$ cat src/rtl/mux_sel_reg_nch.sv
// NCH-channel operand mux with a single registered output stage, explicit or round-robin selection.
// Define MUX_SEL_PARITY_EN to add the registered even-parity output out_par.
module mux_sel_reg_nch #(
   parameter int WIDTH = 17,
   parameter int NCH   = 2,
   parameter int SELW  = $clog2(NCH)
) (
   input  logic                  clk,
   input  logic                  rst_n,
   input  logic                  mode,
   input  logic [SELW-1:0]       sel,
   input  logic [NCH-1:0]        in_valid,
   input  logic [NCH*WIDTH-1:0]  in_data,
   output logic [NCH-1:0]        in_ready,
   output logic                  out_valid,
   output logic [WIDTH-1:0]      out_data,
   output logic [SELW-1:0]       out_ch,
`ifdef MUX_SEL_PARITY_EN
   output logic                  out_par,
`endif
   input  logic                  out_ready,
   output logic                  sel_err
);

   logic [SELW-1:0]  rr_ptr;
   logic [SELW-1:0]  rr_idx;
   logic [SELW-1:0]  scan_idx;
   logic             rr_found;
   logic [SELW-1:0]  cand;
   logic             cand_ok;
   logic             sel_ok;
   logic             can_load;
   logic             grant;
   logic             err_cond;
   logic [WIDTH-1:0] chan_data;

   function automatic logic [SELW-1:0] next_idx(input logic [SELW-1:0] idx);
      return (idx == SELW'(NCH - 1)) ? '0 : idx + SELW'(1);
   endfunction

   // Scan channels starting at rr_ptr, wrapping modulo NCH; first valid wins.
   always_comb begin
      rr_found = 1'b0;
      rr_idx   = '0;
      scan_idx = rr_ptr;
      for (int k = 0; k < NCH; k++) begin
         if (!rr_found && in_valid[scan_idx]) begin
            rr_found = 1'b1;
            rr_idx   = scan_idx;
         end
         scan_idx = next_idx(scan_idx);
      end
   end

   always_comb begin
      sel_ok   = ({1'b0, sel} < (SELW + 1)'(NCH));
      can_load = !out_valid || out_ready;
      if (!mode) begin
         cand    = sel;
         cand_ok = sel_ok && in_valid[sel];
      end else begin
         cand    = rr_idx;
         cand_ok = rr_found;
      end
      grant    = rst_n && cand_ok && can_load;
      err_cond = !mode && !sel_ok && (|in_valid);
   end

   always_comb begin
      chan_data = '0;
      in_ready  = '0;
      for (int k = 0; k < NCH; k++) begin
         if (cand == SELW'(k)) chan_data = in_data[k*WIDTH +: WIDTH];
      end
      if (grant) in_ready[cand] = 1'b1;
   end

   // A grant always wins over a drain, so a full register is replaced without a bubble.
   always_ff @(posedge clk or negedge rst_n) begin
      if (!rst_n) begin
         out_valid <= 1'b0;
         out_data  <= '0;
         out_ch    <= '0;
         sel_err   <= 1'b0;
         rr_ptr    <= '0;
`ifdef MUX_SEL_PARITY_EN
         out_par   <= 1'b0;
`endif
      end else begin
         if (grant) begin
            out_valid <= 1'b1;
            out_data  <= chan_data;
            out_ch    <= cand;
`ifdef MUX_SEL_PARITY_EN
            out_par   <= ^chan_data;
`endif
            if (mode) rr_ptr <= next_idx(cand);
         end else if (out_ready) begin
            out_valid <= 1'b0;
         end
         if (err_cond) sel_err <= 1'b1;
         else if (grant) sel_err <= 1'b0;
      end
   end

endmodule

$ cat config.mk
export PLATFORM = sky130hd
export DESIGN_NAME = mux_sel_reg_nch
export DESIGN_NICKNAME = d
export VERILOG_FILES = /design/src/rtl/mux_sel_reg_nch.sv
export SDC_FILE = /design/constraint.sdc
export NUM_CORES = 1
export LEC_CHECK = 0
export ABC_AREA = 1
export CAP_MARGIN = 20
export CORE_ASPECT_RATIO = 1.25
export CORE_MARGIN = 8
export CORE_UTILIZATION = 34
export CTS_CLUSTER_DIAMETER = 100
export DETAILED_ROUTE_END_ITERATION = 16
export GPL_ROUTABILITY_DRIVEN = 0
export MAX_ROUTING_LAYER = met4
export PLACE_DENSITY = 0.77
export SLEW_MARGIN = 25
export SYNTH_ARGS = -nofsm -noshare
export SYNTH_HDL_FRONTEND = slang
export SYNTH_SLANG_ARGS = --single-unit
$ cat constraint.sdc
create_clock -name clk -period 1.9 [get_ports clk]
set_input_delay 0.57 -clock clk [delete_from_list [all_inputs] [get_ports clk]]
set_output_delay 0.57 -clock clk [all_outputs]
set_load 0.005 [all_outputs]
==> results of run 1 <==
-- area by class of cell --
cell class                 instances  area, um^2  area share (%)
clock buffer                       3        41.3            2.18
sequential                        20         500            26.4
timing repair buffer              77         711            37.4
clock inverter                     1        30.0            1.58
tap                               37        46.3            2.44
multi-input combinational        123         551            29.0
inverter                           5        18.8           0.989
-- critical path, delay by kind of cell --
kind / cells / cell delay (ns)
buf+inv: 5 / 0.49
simple gates: 3 / 0.24
-- sequential cells by signal, summed over array words and instances, names as in the netlist --
name and flops:
out_data 17, rr_ptr 1, out_valid 1, out_ch 1
-- cell usage after synthesis (all sizes together) --
| master | n | area [um^2] |
|---|---|---|
| nand4 | 1 | 6.26 |
| nand3 | 20 | 105 |
| o21ai | 2 | 10.0 |
| buf | 6 | 46.3 |
| conb | 1 | 3.75 |
| clkbuf | 1 | 3.75 |
| nand2 | 95 | 379 |
| dfrtp | 20 | 500 |
| nor2 | 4 | 31.3 |
| inv | 5 | 18.8 |
-- layer usage --
layer,wire (um),share of wire [%]
met2,2030,55
met1,1420,39
met3,173,4.7
met4,46,1.3
met5,0,0
-- timing repair --
item | in CTS | in global routing
pin swaps | 6 | 4
cloned | 0 | 0
setup endpoints to repair | 2 | 2
gates resized for setup | 26 | 3
buffers inserted | 2 | 1
-- stage by stage --
stage | instances | setup WS [ns] | hold slack [ns]
2_1_floorplan | 155 | 0.0109 | 0.274
3_3_place_gp | 259 | -0.798 | 0.462
6_report | 266 | 0.0238 | 0.474
3_5_place_dp | 259 | -0.836 | 0.465
4_1_cts | 265 | 0.00652 | 0.471
5_1_grt | 266 | -0.0148 | 0.481
-- placed cells by master (no fill, tap or decap), drive strengths merged --
cell	netlist	final
nand2	95	95
clkdlybuf4s50	0	53
dfrtp	20	20
nand3	20	20
buf	6	20
inv	5	5
clkbuf	1	5
nor2	4	4
o21ai	2	2
dlygate4sd2	0	2
nand4	1	1
conb	1	1
bufinv	0	1
-- path summary, 6_finish.rpt --
check / start / to / slack [ns] / depth (start not counted)
min in group clk: out_data[15]$_DFFE_PN0P_ / out_data[15]$_DFFE_PN0P_ / 0.48 / 2
hold reg to reg: out_data[15]$_DFFE_PN0P_ / out_data[15]$_DFFE_PN0P_ / 0.48 / 2
hold / removal: rst_n / out_data[16]$_DFFE_PN0P_ / 0.47 / 2
setup reg to reg: rr_ptr$_DFFE_PN0P_ / out_data[9]$_DFFE_PN0P_ / 0.55 / 11
setup / recovery: mode / in_ready[1] / 0.02 / 8
max in group asynchronous: rst_n / out_data[1]$_DFFE_PN0P_ / 1.20 / 2
-- power by group --
part / internal (W) / switching, W / leakage, nW
Sequential: 0.000512 / 0.0000463 / 0.250
Combinational: 0.000306 / 0.000211 / 0.704
Clock: 0.000281 / 0.000135 / 0.0357
-- kinds of logic (layout without fill, tap and decap cells) --
group / Yosys count / count (layout)
AOI/OAI and AO/OA: 2 / 2
DFF: 20 / 20
other: 1 / 1
and+or+nand+nor: 120 / 120
buffers and inverters: 12 / 86
==> results.md, run 1 <==
- Leak: 0.990 nW
- CTS max path bufs: 2
- Cell chain of the critical path: buf_2, inv_2, nand2_4, buf_12, nand2_4, inv_1, nor2_1, buf_2
- Synth warnings: 0
- Finished layout cell area: 1900 um^2
- Met2 Use GR: 24.9%
- Pwr/cell area: 786 nW/um^2
- Pins Over Slew Limit: 0
- Adder-cell share of the synthesized area: 0%
- Die area: 5340 um^2
- CTS Hold Bufs: 0
- Antenna Nets Post-Route: 0
- CTS Buf Count: 3
- Core area: 3170 um^2
- Critical Path Start Type: primary input
- Post-Syn Area: 1100 um^2
- GRT busiest layer: met2
- Setup violators final: 0
- Detailed placer's ending HPWL: 2790 um
- Crit share post-route: 98.7%
- Via density: 4.57
- # DRC: 0
- Largest family of logic cells by synthesized area: simple AND/OR/NAND/NOR gates
- Layout cells sized above 1: 16.2%
- Fin. Hold Viols: 0
- Mean post-synth cell area: 7.13 um^2
- Tightest Hold Check Type: primary input to async pin
- Simple-gate share of the synthesized area: 47.2%
- Clk root buf: clkbuf_8
- Worst Path Required: 1.33 ns
- Synth Area in XOR/XNOR: 0%
- Initial drt markers: 62
- Total Wirelength: 3670 um
- M3 GR Usage: 1.83%
- Clk slew on worst S/H paths: 0.07 ns
- Starting Density: 34.9%
- Worst Path Arrival: 1.31 ns
- CP max-delay cell: buf_2
- Clock latency on the worst-skew pair: 0.26 ns
- Crit path capture type: output pin
- Fmax: 533 MHz
- Global-route wire length before repair: 5750 um
- Synth Net Count: 196
- Net count, final: 271
- Ant diodes: 0
- H-tree levels: 1
- # rows: 23
- Largest net degree at the start of global routing: 23
- Total track usage: 14.2%
- #FFs+latches synth: 20
- Die W: 67.0 um
- Total Neg Setup Slack: 0 ns
- Synthesis-to-layout area growth: 71.8%
- # IOs: 63
- Mapped Cells: 155
- Fin crit period: 1.88 ns
- Part of the Yosys area used for sequential elements: 45.3%
- Multiplexer area fraction after synthesis: 0%
- Netlist cell types: 18
- Initial antenna violation count: 0
- TritonCTS clock tree: built
- Max-Cap Viols: 0
- DR vias: 1216
- Clock sinks: 20
- Drt wl/cell: 13.8 um
- Status: complete, no violations
- Max Fanout on Critical Path: 4
- Die height: 79.7 um
- Port bufs: 61
- Met1 GRT Util: 15.8%
- Crit-path max cell delay: 0.13 ns
- Filler cell count: 307
- Compound-Gate Fraction of Synth Area: 0.906%
- Clock Skews: 0.00182 ns
- Final core utilization: 60.0%
- GR Overflow Total: 0
- Worst vdd ir: 0.445 mV
- Area post-placement: 1820 um^2
- Worst Setup Path Type: primary input to output pin
- Vias in the first global route: 1215
- First-pass DRT Iterations: 4
- Total Power: 0.00149 W
Power figures use the tool's default switching activity.
==> run 2: changes to the inputs <==
--- a/config.mk
+++ b/config.mk
@@ -11,6 +11,7 @@
 export CORE_MARGIN = 8
 export CORE_UTILIZATION = 34
 export CTS_CLUSTER_DIAMETER = 100
+export CTS_CLUSTER_SIZE = 28
 export DETAILED_ROUTE_END_ITERATION = 16
 export GPL_ROUTABILITY_DRIVEN = 0
 export MAX_ROUTING_LAYER = met4
==> results of run 2 <==
No change in the layout: final DEF, timing and power equal those of run 1.
==> run 3: changes to the inputs <==
--- a/config.mk
+++ b/config.mk
@@ -7,7 +7,6 @@
 export LEC_CHECK = 0
 export ABC_AREA = 1
 export CAP_MARGIN = 20
-export CORE_ASPECT_RATIO = 1.25
 export CORE_MARGIN = 8
 export CORE_UTILIZATION = 34
 export CTS_CLUSTER_DIAMETER = 100
==> run 3 against run 2 <==
Compared with the run above:
- total power decreased by 4.6%
- worst setup slack improved by 0.011 ns
- fmax increased by 0.57%
- sequential power about the same
- combinational power about the same
- global-route usage increased by 0.13 points
- count of clock-buffer cells in the layout unchanged
- critical path depth decreased by 2
==> results.md, run 3 (synthesis results as in run 1) <==
- Die W: 73.0 um (was 67.0 um)
- Largest net degree at the start of global routing: 23 (unchanged)
- Crit share post-route: 98.2% (was 98.7%)
- Fin. Hold Viols: 0 (unchanged)
- Int Power: 0.00103 W (was 0.00110 W)
- Switching part of the total power: 27.5% (was 26.3%)
- Pwr/cell area: 747 nW/um^2 (was 786 nW/um^2)
- Worst Path Arrival: 1.30 ns (was 1.31 ns)
- Worst Path Required: 1.33 ns (about the same)
- End of the worst register-to-register path: out_data[0]$_DFFE_PN0P_ (was out_data[9]$_DFFE_PN0P_)
- Critical R2R Launch: rr_ptr$_DFFE_PN0P_ (unchanged)
- Top routing layer in use: met4 (unchanged)
- Layout cells sized above 1: 17.4% (was 16.2%)
- CP max-delay cell: clkdlybuf4s15_1 (was buf_2)
- # DRC: 0 (unchanged)
- Total track usage: 14.3% (was 14.2%)
- Core area: 3080 um^2 (was 3170 um^2)
- Die area: 5330 um^2 (was 5340 um^2)
- Max Fanout on Critical Path: 3 (was 4)
- Pins Over Slew Limit: 0 (unchanged)
- Clock latency on the worst-skew pair: 0.30 ns (was 0.26 ns)
- Vias in the first global route: 1270 (was 1215)
- DR vias: 1222 (was 1216)
- Worst vdd ir: 0.374 mV (was 0.445 mV)
- Ant diodes: 0 (unchanged)
- Synthesis-to-layout area growth: 72.4% (was 71.8%)
- Final setup margin: 0.0343 ns (was 0.0238 ns)
- Port bufs: 61 (unchanged)
- Critical Path Start Type: primary input (unchanged)
- Worst Setup Path Type: primary input to output pin (unchanged)
- First-pass DRT Iterations: 6 (was 4)
- Sequential power share: 39.2% (was 37.4%)
- Setup violators final: 0 (unchanged)
- Die height: 73.0 um (was 79.7 um)
- CTS Hold Bufs: 0 (unchanged)
- Clk root buf: clkbuf_4 (was clkbuf_8)
- Most common cell after layout, fill and taps aside: nand2_1 (unchanged)
- R2R Setup Slk: 0.55 ns (about the same)
- Final core utilization: 61.9% (was 60.0%)
- Filler cell count: 304 (was 307)
- Starting Density: 35.9% (was 34.9%)
- Crit-path max cell delay: 0.21 ns (was 0.13 ns)
- Crit path capture type: output pin (unchanged)
- Clock Skews: 0.00242 ns (was 0.00182 ns)
- Max reg flops: 17 (unchanged)
- Detailed placer's ending HPWL: 2620 um (was 2790 um)
- Reg2reg path depth: 11 (unchanged)
- Clock sinks: 20 (unchanged)
- Met1 wire length: 1450 um (was 1420 um)
- Met2 Routed Length: 1580 um (was 2030 um)
- Clk pwr share: 24.5% (was 27.9%)
- Max-Cap Viols: 0 (unchanged)
- Most flops, register: out_data (unchanged)
- Placed insts: 265 (was 259)
- Net count, final: 272 (was 271)
- Via density: 4.46 (was 4.57)
- Post-Layout Cell Count: 274 (was 266)
- Fin crit period: 1.87 ns (was 1.88 ns)
- Sw power: 0.000391 W (was 0.000393 W)
- Antenna Nets Post-Route: 0 (unchanged)
- Leak: 0.981 nW (was 0.990 nW)
- CTS max path bufs: 2 (unchanged)
- Most frequent cells in the layout: nand2_1, clkdlybuf4s50_1, dfrtp_1 (unchanged)
- Clk slew on worst S/H paths: 0.12 ns (was 0.07 ns)
- CTS Buf Count: 3 (unchanged)
- Worst hold slack: 0.478 ns (was 0.474 ns)
- Initial antenna violation count: 0 (unchanged)
- # rows: 20 (was 23)
- # IOs: 63 (unchanged)
- H-tree levels: 1 (unchanged)
- Cell chain of the critical path: clkdlybuf4s15_1, o21ai_2, nand2_2, nand3_4, nor2_2, buf_2 (was buf_2, inv_2, nand2_4, buf_12, nand2_4, inv_1, nor2_1, buf_2)
- Met3 wire len: 388 um (was 173 um)
- Worst slack, placed: -0.834 ns (was -0.836 ns)
- TritonCTS clock tree: built (unchanged)
- Drt wl/cell: 12.7 um (was 13.8 um)
- GR Overflow Total: 0 (unchanged)
- Initial drt markers: 49 (was 62)
- Combinational cell fraction of total power: 36.4% (was 34.7%)
- Fmax: 536 MHz (was 533 MHz)
- Total Wirelength: 3480 um (was 3670 um)
- Status: complete, no violations (unchanged)
- Global-route wire length before repair: 5950 um (was 5750 um)
- Tightest Hold Check Type: primary input to async pin (unchanged)
## run 3: changes by cell type in the layout (fill, tap and decap cells not counted), moves of 2 or more
cell / before / now
clkbuf_4: 0 / 3
clkbuf_2: 2 / 0
inv_2: 1 / 3
buf_4: 15 / 18
inv_1: 4 / 2
clkbuf_8: 3 / 0
clkdlybuf4s15_1: 0 / 2
## run 3: metal layers
layer  track usage, %  vias to the layer above
li1                 -                      629
met1             16.2                      538
met2             22.2                       49
met3             5.49                        6
met4             5.56                        0
met5                -                        -
## run 3: stage by stage
stage          total power (W)  setup TNS [ns]  area [um^2]
2_1_floorplan         0.000749               0         1100
3_3_place_gp           0.00107           -2.78         1810
3_5_place_dp           0.00108           -3.52         1810
4_1_cts                0.00144               0         1890
5_1_grt                0.00152         -0.0207         1900
6_report               0.00142               0         1900
## run 3: critical path: cells and delay by family
family          cells  cell delay [ns]
compound gates      1             0.07
buf+inv             2             0.34
simple gates        3             0.31
## run 3: layout make-up
type	instances	area (um^2)	area share (%)
clock inverters	1	30.0	1.58
clock buffers	3	22.5	1.18
flip-flops and latches	20	500	26.3
well taps	44	55.1	2.89
multi-input cells	123	559	29.4
repair buffers	78	718	37.7
inverters	5	18.8	0.986
## run 3: how the worst max path moves through the flow
| stage | endpoint | slack, ns | from |
|---|---|---|---|
| 2_1_floorplan | in_ready[0] | 0.01 | out_ready |
| 3_3_place_gp | in_ready[0] | -0.78 | mode |
| 3_5_place_dp | in_ready[0] | -0.83 | mode |
| 4_1_cts | in_ready[1] | 0.01 | in_valid[0] |
| 5_1_grt | in_ready[0] | -0.02 | in_valid[1] |
| 6_report | in_ready[0] | 0.03 | in_valid[1] |
## run 3: timing repair
action	4_1_cts	5_1_grt
setup endpoints to repair	2	2
pin swaps	5	3
buffers inserted	4	1
resized for setup	26	6
## run 3: power by group through the flow
stage	clock network, W	logic (W)	registers (W)
after global routing	0.000378	0.000577	0.000566
after floorplan	0	0.000179	0.000570
after CTS	0.000358	0.000522	0.000558
final	0.000348	0.000518	0.000557
after detailed placement	0	0.000511	0.000565
after global placement	0	0.000504	0.000565
